==> config.mk <==
export PLATFORM = sky130hd
export DESIGN_NAME = pc_gen_flat
export DESIGN_NICKNAME = d
export VERILOG_FILES = /design/src/rtl/pc_gen_pkg.sv /design/src/rtl/pc_gen_if.sv /design/src/rtl/pc_gen_redirect_buf.sv /design/src/rtl/pc_gen.sv /design/src/flat_wrapper.sv
export SDC_FILE = /design/constraint.sdc
export NUM_CORES = 1
export LEC_CHECK = 0
export CAP_MARGIN = 20
export CORE_MARGIN = 2
export CORE_UTILIZATION = 38
export CTS_CLUSTER_DIAMETER = 120
export CTS_CLUSTER_SIZE = 12
export DETAILED_ROUTE_END_ITERATION = 8
export GPL_ROUTABILITY_DRIVEN = 0
export PLACE_DENSITY_LB_ADDON = 0.25
export SYNTH_ARGS = -nofsm -noshare
export SYNTH_HDL_FRONTEND = slang
export SYNTH_SLANG_ARGS = --single-unit
==> constraint.sdc <==
create_clock -name clk -period 2.2 [get_ports clk]
set_clock_uncertainty 0.15 [all_clocks]
set_input_delay 0.22 -clock clk [delete_from_list [all_inputs] [get_ports clk]]
set_output_delay 0.22 -clock clk [all_outputs]
set_load 0.02 [all_outputs]
==> src/rtl/pc_gen_pkg.sv <==
// Shared CPU front-end definitions: PC-select codes, redirect classes and reset PC.
package pc_gen_pkg;

    localparam int unsigned PC_W_DEF     = 32;
    localparam int unsigned SEL_W        = 3;
    localparam int unsigned CLS_W        = 2;
    localparam logic [31:0] RESET_PC_DEF = 32'hBFC0_0000;

    typedef enum logic [SEL_W-1:0] {
        PC_SEL_PC4     = 3'b000,
        PC_SEL_IMME    = 3'b001,
        PC_SEL_EPC     = 3'b010,
        PC_SEL_EXCEPT  = 3'b011,
        PC_SEL_BRANCH  = 3'b100,
        PC_SEL_JR      = 3'b101,
        PC_SEL_MEMPC   = 3'b110,
        PC_SEL_INVALID = 3'b111
    } pc_sel_t;

    // Higher class wins; exceptions must never be displaced by control flow.
    typedef enum logic [CLS_W-1:0] {
        RD_NONE = 2'd0,
        RD_CTRL = 2'd1,
        RD_EXC  = 2'd2
    } rd_class_t;

    function automatic rd_class_t sel_class(input pc_sel_t sel);
        rd_class_t cls;
        cls = RD_NONE;
        case (sel)
            PC_SEL_EPC, PC_SEL_EXCEPT, PC_SEL_MEMPC: cls = RD_EXC;
            PC_SEL_IMME, PC_SEL_BRANCH, PC_SEL_JR:   cls = RD_CTRL;
            default:                                 cls = RD_NONE;
        endcase
        return cls;
    endfunction

endpackage

==> src/rtl/pc_gen_if.sv <==
// Fetch-PC handshake between the PC generator (master) and the IF stage (slave).
interface pc_gen_if #(
    parameter int unsigned PC_W = 32
);
    logic            pc_valid;
    logic [PC_W-1:0] pc;
    logic            if_ready;
    logic            fetch_adel;

    modport master (output pc_valid, output pc, output fetch_adel, input if_ready);
    modport slave  (input pc_valid, input pc, input fetch_adel, output if_ready);
endinterface

==> src/rtl/pc_gen_redirect_buf.sv <==
// Pending-redirect register; a new redirect replaces the held one only at equal or higher class.
module pc_redirect_buf
    import pc_gen_pkg::*;
#(
    parameter int unsigned PC_W = 32
) (
    input  logic            clk,
    input  logic            resetn,
    input  logic            fire,
    input  rd_class_t       in_class,
    input  logic [PC_W-1:0] in_target,
    output logic            pend_valid,
    output logic            win_valid_c,
    output logic [PC_W-1:0] win_target_c
);

    logic            valid_q,  valid_d;
    rd_class_t       class_q,  class_d;
    logic [PC_W-1:0] target_q, target_d;
    logic            take_in;
    rd_class_t       win_class;

    always_comb begin
        take_in      = (in_class != RD_NONE) && (!valid_q || (in_class >= class_q));
        win_valid_c  = take_in || valid_q;
        win_target_c = take_in ? in_target : target_q;
        win_class    = take_in ? in_class  : class_q;

        valid_d  = valid_q;
        class_d  = class_q;
        target_d = target_q;
        // A fire consumes whichever redirect won, so the buffer always empties then.
        if (fire) begin
            valid_d = 1'b0;
            class_d = RD_NONE;
        end else if (win_valid_c) begin
            valid_d  = 1'b1;
            class_d  = win_class;
            target_d = win_target_c;
        end
    end

    always_ff @(posedge clk) begin
        if (!resetn) begin
            valid_q  <= 1'b0;
            class_q  <= RD_NONE;
            target_q <= '0;
        end else begin
            valid_q  <= valid_d;
            class_q  <= class_d;
            target_q <= target_d;
        end
    end

    assign pend_valid = valid_q;

endmodule

==> src/rtl/pc_gen.sv <==
// PRE_IF fetch-PC generator with stall-safe redirect buffering.
// Optional fetch alignment check enabled by defining PCGEN_ALIGN_CHECK_EN.
module pc_gen
    import pc_gen_pkg::*;
#(
    parameter int unsigned     PC_W     = PC_W_DEF,
    parameter logic [PC_W-1:0] RESET_PC = PC_W'(RESET_PC_DEF)
) (
    input  logic            clk,
    input  logic            resetn,
    input  logic [2:0]      pc_sel,
    input  logic [PC_W-1:0] imme_jump_target,
    input  logic [PC_W-1:0] branch_target,
    input  logic [PC_W-1:0] jr_target,
    input  logic [PC_W-1:0] epc,
    input  logic [PC_W-1:0] except_vec,
    input  logic [PC_W-1:0] mem_pc,
    pc_gen_if.master        fetch_if,
    output logic            redirect_pending,
    output logic            redirect_taken
);

    pc_sel_t         sel;
    rd_class_t       in_class;
    logic [PC_W-1:0] in_target;
    logic            fire_c;
    logic            win_valid_c;
    logic [PC_W-1:0] win_target_c;

    logic            pc_valid_q, pc_valid_d;
    logic [PC_W-1:0] pc_q,       pc_d;
    logic            taken_q,    taken_d;

    // Targets are sampled only in the cycle their select code is presented.
    always_comb begin
        sel      = pc_sel_t'(pc_sel);
        in_class = sel_class(sel);
        case (sel)
            PC_SEL_IMME:   in_target = imme_jump_target;
            PC_SEL_EPC:    in_target = epc;
            PC_SEL_EXCEPT: in_target = except_vec;
            PC_SEL_BRANCH: in_target = branch_target;
            PC_SEL_JR:     in_target = jr_target;
            PC_SEL_MEMPC:  in_target = mem_pc;
            default:       in_target = '0;
        endcase
    end

    pc_redirect_buf #(.PC_W(PC_W)) u_redirect_buf (
        .clk          (clk),
        .resetn       (resetn),
        .fire         (fire_c),
        .in_class     (in_class),
        .in_target    (in_target),
        .pend_valid   (redirect_pending),
        .win_valid_c  (win_valid_c),
        .win_target_c (win_target_c)
    );

    always_comb begin
        fire_c     = pc_valid_q && fetch_if.if_ready;
        pc_valid_d = 1'b1;
        pc_d       = pc_q;
        taken_d    = 1'b0;
        if (fire_c) begin
            taken_d = win_valid_c;
            pc_d    = win_valid_c ? win_target_c : pc_q + PC_W'(4);
        end
    end

    always_ff @(posedge clk) begin
        if (!resetn) begin
            pc_valid_q <= 1'b0;
            pc_q       <= RESET_PC;
            taken_q    <= 1'b0;
        end else begin
            pc_valid_q <= pc_valid_d;
            pc_q       <= pc_d;
            taken_q    <= taken_d;
        end
    end

`ifdef PCGEN_ALIGN_CHECK_EN
    logic adel_q, adel_d;

    always_comb begin
        adel_d = pc_valid_d && (pc_d[1:0] != 2'b00);
    end

    always_ff @(posedge clk) begin
        if (!resetn) adel_q <= 1'b0;
        else         adel_q <= adel_d;
    end

    assign fetch_if.fetch_adel = adel_q;
`else
    assign fetch_if.fetch_adel = 1'b0;
`endif

    assign fetch_if.pc_valid = pc_valid_q;
    assign fetch_if.pc       = pc_q;
    assign redirect_taken    = taken_q;

    // Code 111 has no defined target; it falls back to sequential fetch.
    always @(posedge clk) begin
        if (resetn) begin
            assert (pc_sel != 3'b111) else $error("pc_gen: invalid pc_sel code 3'b111");
        end
    end

endmodule
==> src/flat_wrapper.sv <==
// flat-port wrapper written by rule: the top's interface ports become plain ports
module pc_gen_flat import pc_gen_pkg::*;
#(
    parameter int unsigned     PC_W     = PC_W_DEF,
    parameter logic [PC_W-1:0] RESET_PC = PC_W'(RESET_PC_DEF)
)
  (clk, resetn, pc_sel, imme_jump_target, branch_target, jr_target, epc, except_vec, mem_pc, redirect_pending, redirect_taken, fetch_if_pc_valid, fetch_if_pc, fetch_if_fetch_adel, fetch_if_if_ready);
  pc_gen_if #(.PC_W(PC_W)) fetch_if_i ();
  input  logic clk;
  input  logic resetn;
  input  logic [2:0] pc_sel;
  input  logic [PC_W-1:0] imme_jump_target;
  input  logic [PC_W-1:0] branch_target;
  input  logic [PC_W-1:0] jr_target;
  input  logic [PC_W-1:0] epc;
  input  logic [PC_W-1:0] except_vec;
  input  logic [PC_W-1:0] mem_pc;
  output logic redirect_pending;
  output logic redirect_taken;
  output wire logic [$bits(fetch_if_i.pc_valid)-1:0] fetch_if_pc_valid;
  output wire logic [$bits(fetch_if_i.pc)-1:0] fetch_if_pc;
  output wire logic [$bits(fetch_if_i.fetch_adel)-1:0] fetch_if_fetch_adel;
  input wire logic [$bits(fetch_if_i.if_ready)-1:0] fetch_if_if_ready;
  assign fetch_if_pc_valid = fetch_if_i.pc_valid;
  assign fetch_if_pc = fetch_if_i.pc;
  assign fetch_if_fetch_adel = fetch_if_i.fetch_adel;
  assign fetch_if_i.if_ready = fetch_if_if_ready;
  pc_gen #(.PC_W(PC_W), .RESET_PC(RESET_PC)) u_core (.clk(clk), .resetn(resetn), .pc_sel(pc_sel), .imme_jump_target(imme_jump_target), .branch_target(branch_target), .jr_target(jr_target), .epc(epc), .except_vec(except_vec), .mem_pc(mem_pc), .fetch_if(fetch_if_i), .redirect_pending(redirect_pending), .redirect_taken(redirect_taken));
endmodule
==> out/qor.csv, run 1 <==
metric,value,unit
r2r_end,u_core.fetch_if.pc[21],
crit_slowest_cell,mux2_2,
cts_tree,built,
synth.distinct_cells,72,
setup_violations,0,
layout_min_cycle_time,2.13,ns
max-cap-violations,0,
setup_slack,0.0703,ns
r2r_setup_slack,0.08,ns
async_flop_share,0,%
synth_compound_area_share,31.9,%
ys_warn_count,0,
drt_iter0_drc,573,
crit_path_start_kind,input port,
root_buffer,clkbuf_16,
grt_start_max_net_pins,28,
holdWs,0.326,ns
die_x,118,um
hold_viol,0,
synth_adder_area_share,0.759,%
critPathMaxFanout,8,
synthMuxAreaShare,9.16,%
io_buffer_count,232,
end_kind,register,
avgSynthCellArea,8.47,um2
h-tree-depth,3,
fin_cells,1031,
hold_depth,2,
io_pins,234,
hp-class,reg2reg,
utilization,64.7,%
synth_top_family_by_area,compound AO/OA/AOI/OAI gates,
die_area,0.0139,mm2
drive_gt1_share,15.4,%
grt_pass1_vias,6105,
synth_xor_area_share,1.95,%
ant_nets,0,
synth_edf_count,0,
syn-num-nets,785,
vias,6109,
ir_drop,0.326,mV
fillers,1102,
wl_per_cell,20.5,um
fin_tns_setup,0,ns
crit_arrival,2.20,ns
reg2reg_from,u_core.fetch_if.pc[8],
hold_path.startpoint,u_core.u_redirect_buf.class_q[0],
max_freq,470,MHz
path_class,in2reg,
clk_latency,0.33,ns
power_density,550,mW/mm2
ys_seq_area_share,27.9,%
yosysTopAreaCell,dfxtp_1,
cts-buffers-inserted,9,
grt_setup_unrepaired,false,
dp_cells,1016,
period_share,96.8,%
whs_endpoint,u_core.u_redirect_buf.class_q[0],
rows,41,
cp_slowest_stage_delay,0.33,ns
grtUsageTotal,29.2,%
dpl-instance-area,0.00785,mm2
dp_hpwl,16.8,mm
synth_simple_gate_area_share,20.6,%
fin_area,0.00820,mm2
ctsHoldBuffers,0,
path_clk_slew,0.05,ns
rr_worst_depth,6,
coreArea,0.0127,mm2
grt_pass1_wl,32.6,mm
wl,21.1,mm
cts_sinks,69,
syn_area,0.00494,mm2
synth-seq-cells,69,
synthTopCellsByArea,"dfxtp_1 (28%), a22oi_1 (10%), mux2i_1 (6.9%), o21ai_0 (4.3%), nor2b_1 (3.3%)",
start_util,39.0,%
area_growth,65.8,%
total_leakage_power,3.24,nW
post-synth-top-count-cell,dfxtp_1,
viasPerCell,5.93,
ys.flop_type,dfxtp_1,
antennaDiodeCount,0,
synth_top_area_share,27.9,%
grt-ovfl-total,0,
clockBufferDepth,2,
synth_commonest_cells,"dfxtp_1 (69), a22oi_1 (67), o21ai_0 (42), mux2i_1 (34), nand2_1 (30)",
dp_slack,-0.502,ns
die_y,118,um
antenna_found_initial,0,
firstDrtPassIters,6,
fin_total_pwr,4.51,mW
netlist_instances,584,
cp_cell_sequence,"clkdlybuf4s15_1, buf_4, a21boi_4, ha_2, and2b_1, o21a_1, nor2_4, buf_12, mux2_2, o211a_1",
slew_viol_final,0,
outcome,"complete, no violations",
worst_ep_required_time,2.27,ns
drc,0,
nNetsFinal,1058,
cell usage in the layout, fill, tap and decap left out, types with 3 or more instances in the layout:
master / n
xnor2_1: 7
clkdlybuf4s50_1: 229
nor4_1: 4
and3_1: 15
nor3b_2: 3
inv_1: 12
a22o_1: 3
a22oi_1: 67
nor2_1: 22
nor3_1: 5
nand2b_1: 5
a211oi_1: 5
buf_4: 72
o221ai_1: 6
o211a_1: 11
o211ai_1: 8
mux2i_1: 34
xor2_1: 4
nor2b_1: 26
and2_1: 8
o21ai_0: 42
and2_0: 3
a221oi_1: 11
nand3_1: 25
clkbuf_16: 10
a221o_1: 4
nand4_1: 10
a31oi_1: 7
nand2_1: 30
o221a_2: 3
a21oi_1: 16
buf_12: 7
o22ai_1: 6
dfxtp_1: 69
mux2_2: 8
sequential cells by signal, indices dropped and copies added, names as in the netlist:
| signal | cells |
|---|---|
| u_core.u_redirect_buf.class_q | 2 |
| u_core.fetch_if.pc_valid | 1 |
| u_core.fetch_if.pc | 32 |
| u_core.u_redirect_buf.target_q | 32 |
| u_core.redirect_taken | 1 |
| u_core.u_redirect_buf.pend_valid | 1 |
worst max path at each step:
stage | slack (ns) | endpoint | start | cells after the start
finish | 0.07 | u_core.fetch_if.pc[29] | pc_sel[2] | 10
global route | 0.004 | u_core.fetch_if.pc[26] | u_core.fetch_if.pc[8] | 5
CTS | -0.08 | u_core.fetch_if.pc[29] | pc_sel[1] | 10
detailed placement | -0.50 | u_core.fetch_if.pc[13] | pc_sel[2] | 8
global placement | -0.48 | u_core.fetch_if.pc[13] | pc_sel[2] | 8
floorplan | 0.01 | u_core.fetch_if.pc[29] | pc_sel[0] | 10
critical path, delay by kind of cell:
family	cells	cell delay, ns
AOI/OAI and AO/OA	3	0.50
and+or+nand+nor	2	0.38
buffers and inverters	3	0.58
adders and majority gates	1	0.18
muxes	1	0.33
routing by layer:
| metal | global-route usage [%] | up-vias | wire (um) |
|---|---|---|---|
| li1 | - | 2801 | - |
| met4 | 11.6 | 0 | 686 |
| met5 | 0 | - | 0 |
| met3 | 5.62 | 60 | 1840 |
| met2 | 50.0 | 377 | 10200 |
| met1 | 36.0 | 2871 | 8440 |
layout make-up:
class                           count  area (um2)  area share (%)
Clock inverter                      2        35.0           0.427
Multi-Input combinational cell    450        3220            39.2
Timing Repair Buffer              313        3040            37.1
Clock buffer                       11         253            3.08
Tap cell                          172         215            2.62
Inverter                           14        52.6           0.641
Sequential cell                    69        1380            16.8
report_power, final:
part           switching [mW]  leakage (nW)  total, mW  internal, mW
Clock                   0.513         0.143       1.43         0.917
Combinational           0.684          2.53       1.55         0.866
Sequential              0.139         0.567       1.53          1.39
logic make-up (layout without fill, tap and decap cells):
family / count (synthesis) / count (layout)
other: 1 / 1
adder cells (fa/ha/maj): 3 / 3
AO/OA/AOI/OAI: 214 / 214
AND/OR/NAND/NOR: 178 / 178
XOR/XNOR: 11 / 11
flip-flops: 69 / 69
buffers and inverters: 65 / 340
multiplexers: 43 / 43
timing repair:
item	4_1_cts	5_1_grt
gates cloned	0	1
pin swaps	0	3
endpoints found under the setup margin	41	62
endpoints found under the hold margin	0	0
resized for setup	7	5
buffers inserted	0	1
(Power assumes the default switching activity.)
==> run 2, diff against run 1 <==
--- a/config.mk
+++ b/config.mk
@@ -12,6 +12,7 @@
 export CTS_CLUSTER_SIZE = 12
 export DETAILED_ROUTE_END_ITERATION = 8
 export GPL_ROUTABILITY_DRIVEN = 0
+export MAX_ROUTING_LAYER = met4
 export PLACE_DENSITY_LB_ADDON = 0.25
 export SYNTH_ARGS = -nofsm -noshare
 export SYNTH_HDL_FRONTEND = slang
==> out/qor.csv, run 2 (synthesis gave the netlist of run 1 again) <==
metric,value,unit
outcome,"complete, no violations",
drc,0,
pwr-share-comb,34.4,%
ir_drop,0.329,mV
path_clk_slew,0.05,ns
crit_slowest_cell,mux2_2,
grt_pass1_vias,6122,
hp-class,reg2reg,
viasPerCell,5.88,
crit_path_start_kind,input port,
max-cap-violations,0,
grt_start_max_net_pins,28,
period_share,98.1,%
grt_setup_unrepaired,true,
wl_per_cell,20.4,um
path_delay_family,buffers and inverters,
dp_hpwl,16.8,mm
cp_cell_sequence,"dlygate4sd2_1, buf_4, a21boi_4, ha_1, and2b_1, o21a_1, nor2_4, buf_12, mux2_2, o211a_1",
ctsHoldBuffers,0,
drive_gt1_share,15.3,%
drt_iter0_drc,667,
vias,6058,
slew_viol_final,0,
root_buffer,clkbuf_16,
area_growth,65.7,%
coreArea,0.0127,mm2
cts_tree,built,
intPower,3.17,mW
start_util,39.0,%
power_density,549,mW/mm2
layout_min_cycle_time,2.16,ns
antennaDiodeCount,0,
die_y,118,um
h-tree-depth,3,
final_cell_mix,"clkdlybuf4s50_1 (229), buf_4 (72), dfxtp_1 (69), a22oi_1 (67), o21ai_0 (42)",
path_class,in2reg,
path_buf_inv,3,
cp_slowest_stage_delay,0.33,ns
fin_tns_setup,0,ns
grtUsageTotal,30.1,%
clockBufferDepth,2,
crit_arrival,2.23,ns
end_kind,register,
cts_sinks,69,
utilization,64.7,%
io_buffer_count,232,
final_common_cell,clkdlybuf4s50_1,
critPathMaxFanout,8,
nNetsFinal,1058,
timing.slew.headroom,65.8,%
grt_pass1_wl,32.6,mm
sw_frac_of_total,29.6,%
p_sw,1.33,mW
total_leakage_power,3.24,nW
worst_pin_slew,0.508,ns
grt-ovfl-total,0,
clk_latency,0.33,ns
rows,41,
worst_ep_required_time,2.27,ns
ant_nets,0,
io_pins,234,
holdWs,0.326,ns
hold_viol,0,
die_x,118,um
antenna_found_initial,0,
die_area,0.0139,mm2
clock_power_share,31.7,%
setup_violations,0,
fin_total_pwr,4.50,mW
firstDrtPassIters,5,
cts-buffers-inserted,9,
max_freq,463,MHz
seqPwrFrac,33.9,%
wl,21.0,mm
[run 2: layout make-up]
class | count | area (um2)
clock buffers | 11 | 253
clock inverters | 2 | 35.0
fillers | 1102 | 4480
inverters | 14 | 52.6
multi-input cells | 450 | 3220
flip-flops and latches | 69 | 1380
well taps | 172 | 215
repair buffers | 313 | 3040
[run 2: through the flow]
step	area, um2	cells	setup slack [ns]
2_1_floorplan	4940	584	0.0139
3_3_place_gp	7850	1016	-0.478
6_report	8200	1031	0.0408
3_5_place_dp	7850	1016	-0.502
5_1_grt	8200	1031	-0.0170
4_1_cts	8150	1029	-0.0846
[run 2: path summary, 6_finish.rpt]
kind | from | end | slack, ns | cells past startpoint
max | pc_sel[2] | u_core.fetch_if.pc[29] | 0.04 | 10
min | u_core.u_redirect_buf.class_q[0] | u_core.u_redirect_buf.class_q[0] | 0.33 | 2
max reg2reg | u_core.fetch_if.pc[12] | u_core.fetch_if.pc[26] | 0.10 | 5
min reg2reg | u_core.u_redirect_buf.class_q[0] | u_core.u_redirect_buf.class_q[0] | 0.33 | 2
[run 2: worst min-delay path: stages (launching register included)]
cell and delay, ns:
dfxtp_1 0.31, nand2_1 0.06, a21oi_1 0.06
[run 2: power groups by stage]
stage          combinational (mW)  clock, mW  sequential [mW]
6_report                     1.55       1.43             1.53
4_1_cts                      1.52       1.43             1.52
5_1_grt                      1.64       1.48             1.55
2_1_floorplan               0.606          0             1.61
3_3_place_gp                 1.47          0             1.54
3_5_place_dp                 1.51          0             1.55
[run 2: per-layer routing]
metal	GRT usage (%)	share of wire (%)	vias up
met1	36.6	40	2837
met5	-	0	-
li1	-	-	2797
met3	5.09	8.1	54
met2	49.9	48	370
met4	11.1	3.1	0
[run 2: what timing repair did]
action | 4_1_cts | 5_1_grt
setup endpoints to repair | 41 | 62
setup buffers | 0 | 1
gates resized for setup | 7 | 3
endpoints found under the hold margin | 0 | 0
cloned | 0 | 1
pin swaps | 0 | 1
==> run 3, diff against run 2 <==
--- a/config.mk
+++ b/config.mk
@@ -7,7 +7,7 @@
 export LEC_CHECK = 0
 export CAP_MARGIN = 20
 export CORE_MARGIN = 2
-export CORE_UTILIZATION = 38
+export CORE_UTILIZATION = 37
 export CTS_CLUSTER_DIAMETER = 120
 export CTS_CLUSTER_SIZE = 12
 export DETAILED_ROUTE_END_ITERATION = 8
==> out/qor.csv, run 3 (synthesis gave the netlist of run 1 again) <==
metric,value,unit
outcome,"complete, no violations",
antenna_found_initial,1,
crit_path_start_kind,register,
die_y,120,um
rows,42,
utilization,62.7,%
dp_cells,1036,
grt_pass1_wl,31.2,mm
grt-ovfl-total,0,
slew_viol_final,0,
drive_gt1_share,16.9,%
fin_tns_setup,0,ns
clk_latency,0.33,ns
crit_arrival,2.14,ns
viasPerCell,5.71,
ant_nets,0,
max-cap-violations,0,
coreArea,0.0131,mm2
area_growth,66.7,%
power_density,532,mW/mm2
cts_tree,built,
nNetsFinal,1072,
critPathMaxFanout,11,
cts_sinks,69,
grt_setup_unrepaired,false,
wl,20.2,mm
fin_total_pwr,4.38,mW
holdWs,0.314,ns
max_freq,484,MHz
path_class,reg2reg,
hold_viol,0,
h-tree-depth,3,
die_x,120,um
path_delay_family,simple AND/OR/NAND/NOR gates,
end_kind,register,
worst_ep_required_time,2.27,ns
vias,6005,
grt_pass1_vias,5957,
wl_per_cell,19.2,um
path_buf_inv,1,
ir_drop,0.327,mV
final_cell_mix,"clkdlybuf4s50_1 (229), buf_4 (88), dfxtp_1 (69), a22oi_1 (67), o21ai_0 (42)",
final_common_cell,clkdlybuf4s50_1,
io_buffer_count,232,
crit_slowest_cell,dfxtp_1,
cp_slowest_stage_delay,0.42,ns
setup_violations,0,
cts-buffers-inserted,9,
grt_start_max_net_pins,41,
hp-class,reg2reg,
die_area,0.0143,mm2
path_clk_slew,0.05,ns
layout_min_cycle_time,2.07,ns
dp_hpwl,16.6,mm
drt_iter0_drc,630,
total_leakage_power,3.27,nW
clockBufferDepth,2,
grtUsageTotal,28.2,%
io_pins,234,
fin_cells,1052,
cts_setup_buffers,0,
drc,0,
firstDrtPassIters,5,
cp_cell_sequence,"nand3_1, nor4_1, buf_4, nand4_1, xnor2_1, a221o_1",
root_buffer,clkbuf_16,
period_share,93.9,%
start_util,37.6,%
==> run 3: cell types whose count changed in the layout (fill, tap and decap cells not counted), sizes merged, moves of 2 or more <==
cell	delta
clkinv	+3
dlymetal6s2s	-2
clkbuf	-2
buf	+15
dlygate4sd2	+2
==> run 3: cell type report <==
type | count | area [um2]
fillers | 1136 | 4890
multi-input cells | 450 | 3210
repair buffers | 327 | 3110
flip-flops and latches | 69 | 1380
clock buffers | 10 | 239
well taps | 176 | 220
inverters | 14 | 52.6
clock inverters | 5 | 27.5
diodes | 1 | 2.50
==> run 3: path summary, 6_finish.rpt <==
| kind | from | to | slack [ns] | cells after the start |
|---|---|---|---|---|
| hold / removal | u_core.u_redirect_buf.class_q[1] | u_core.u_redirect_buf.class_q[1] | 0.31 | 2 |
| setup / recovery | u_core.fetch_if.pc[9] | u_core.fetch_if.pc[21] | 0.13 | 6 |
| hold reg to reg | u_core.u_redirect_buf.class_q[1] | u_core.u_redirect_buf.class_q[1] | 0.31 | 2 |
| setup reg to reg | u_core.fetch_if.pc[9] | u_core.fetch_if.pc[21] | 0.13 | 6 |
==> run 3: power breakdown <==
group | internal [mW] | switching [mW]
combinational | 0.878 | 0.684
sequential | 1.39 | 0.125
clock | 0.778 | 0.530
total | 3.04 | 1.34
==> run 3: through the flow <==
| step | worst slack [ns] | area, um2 |
|---|---|---|
| CTS | 0.164 | 8240 |
| global placement | -0.403 | 7960 |
| global route | 0.00765 | 8240 |
| floorplan | 0.0139 | 4940 |
| detailed placement | -0.478 | 7960 |
| finish | 0.133 | 8240 |
==> run 3: layer usage <==
layer	vias to the layer above	wire length [um]	global-route usage [%]
li1	2824	-	-
met1	2834	8510	36.3
met2	319	9840	46.0
met3	28	1440	3.61
met4	0	399	9.71
met5	-	0	-
==> run 3: timing repair <==
action / CTS / global route
hold buffers: 0 / 0
resized for setup: 11 / 0
endpoints found under the setup margin: 42 / 0
==> run 3: worst register-to-register path: stages, from the launching register on <==
cell	delay, ns
dfxtp_1	0.42
nand3_1	0.28
nor4_1	0.32
buf_4	0.23
nand4_1	0.13
xnor2_1	0.15
a221o_1	0.28
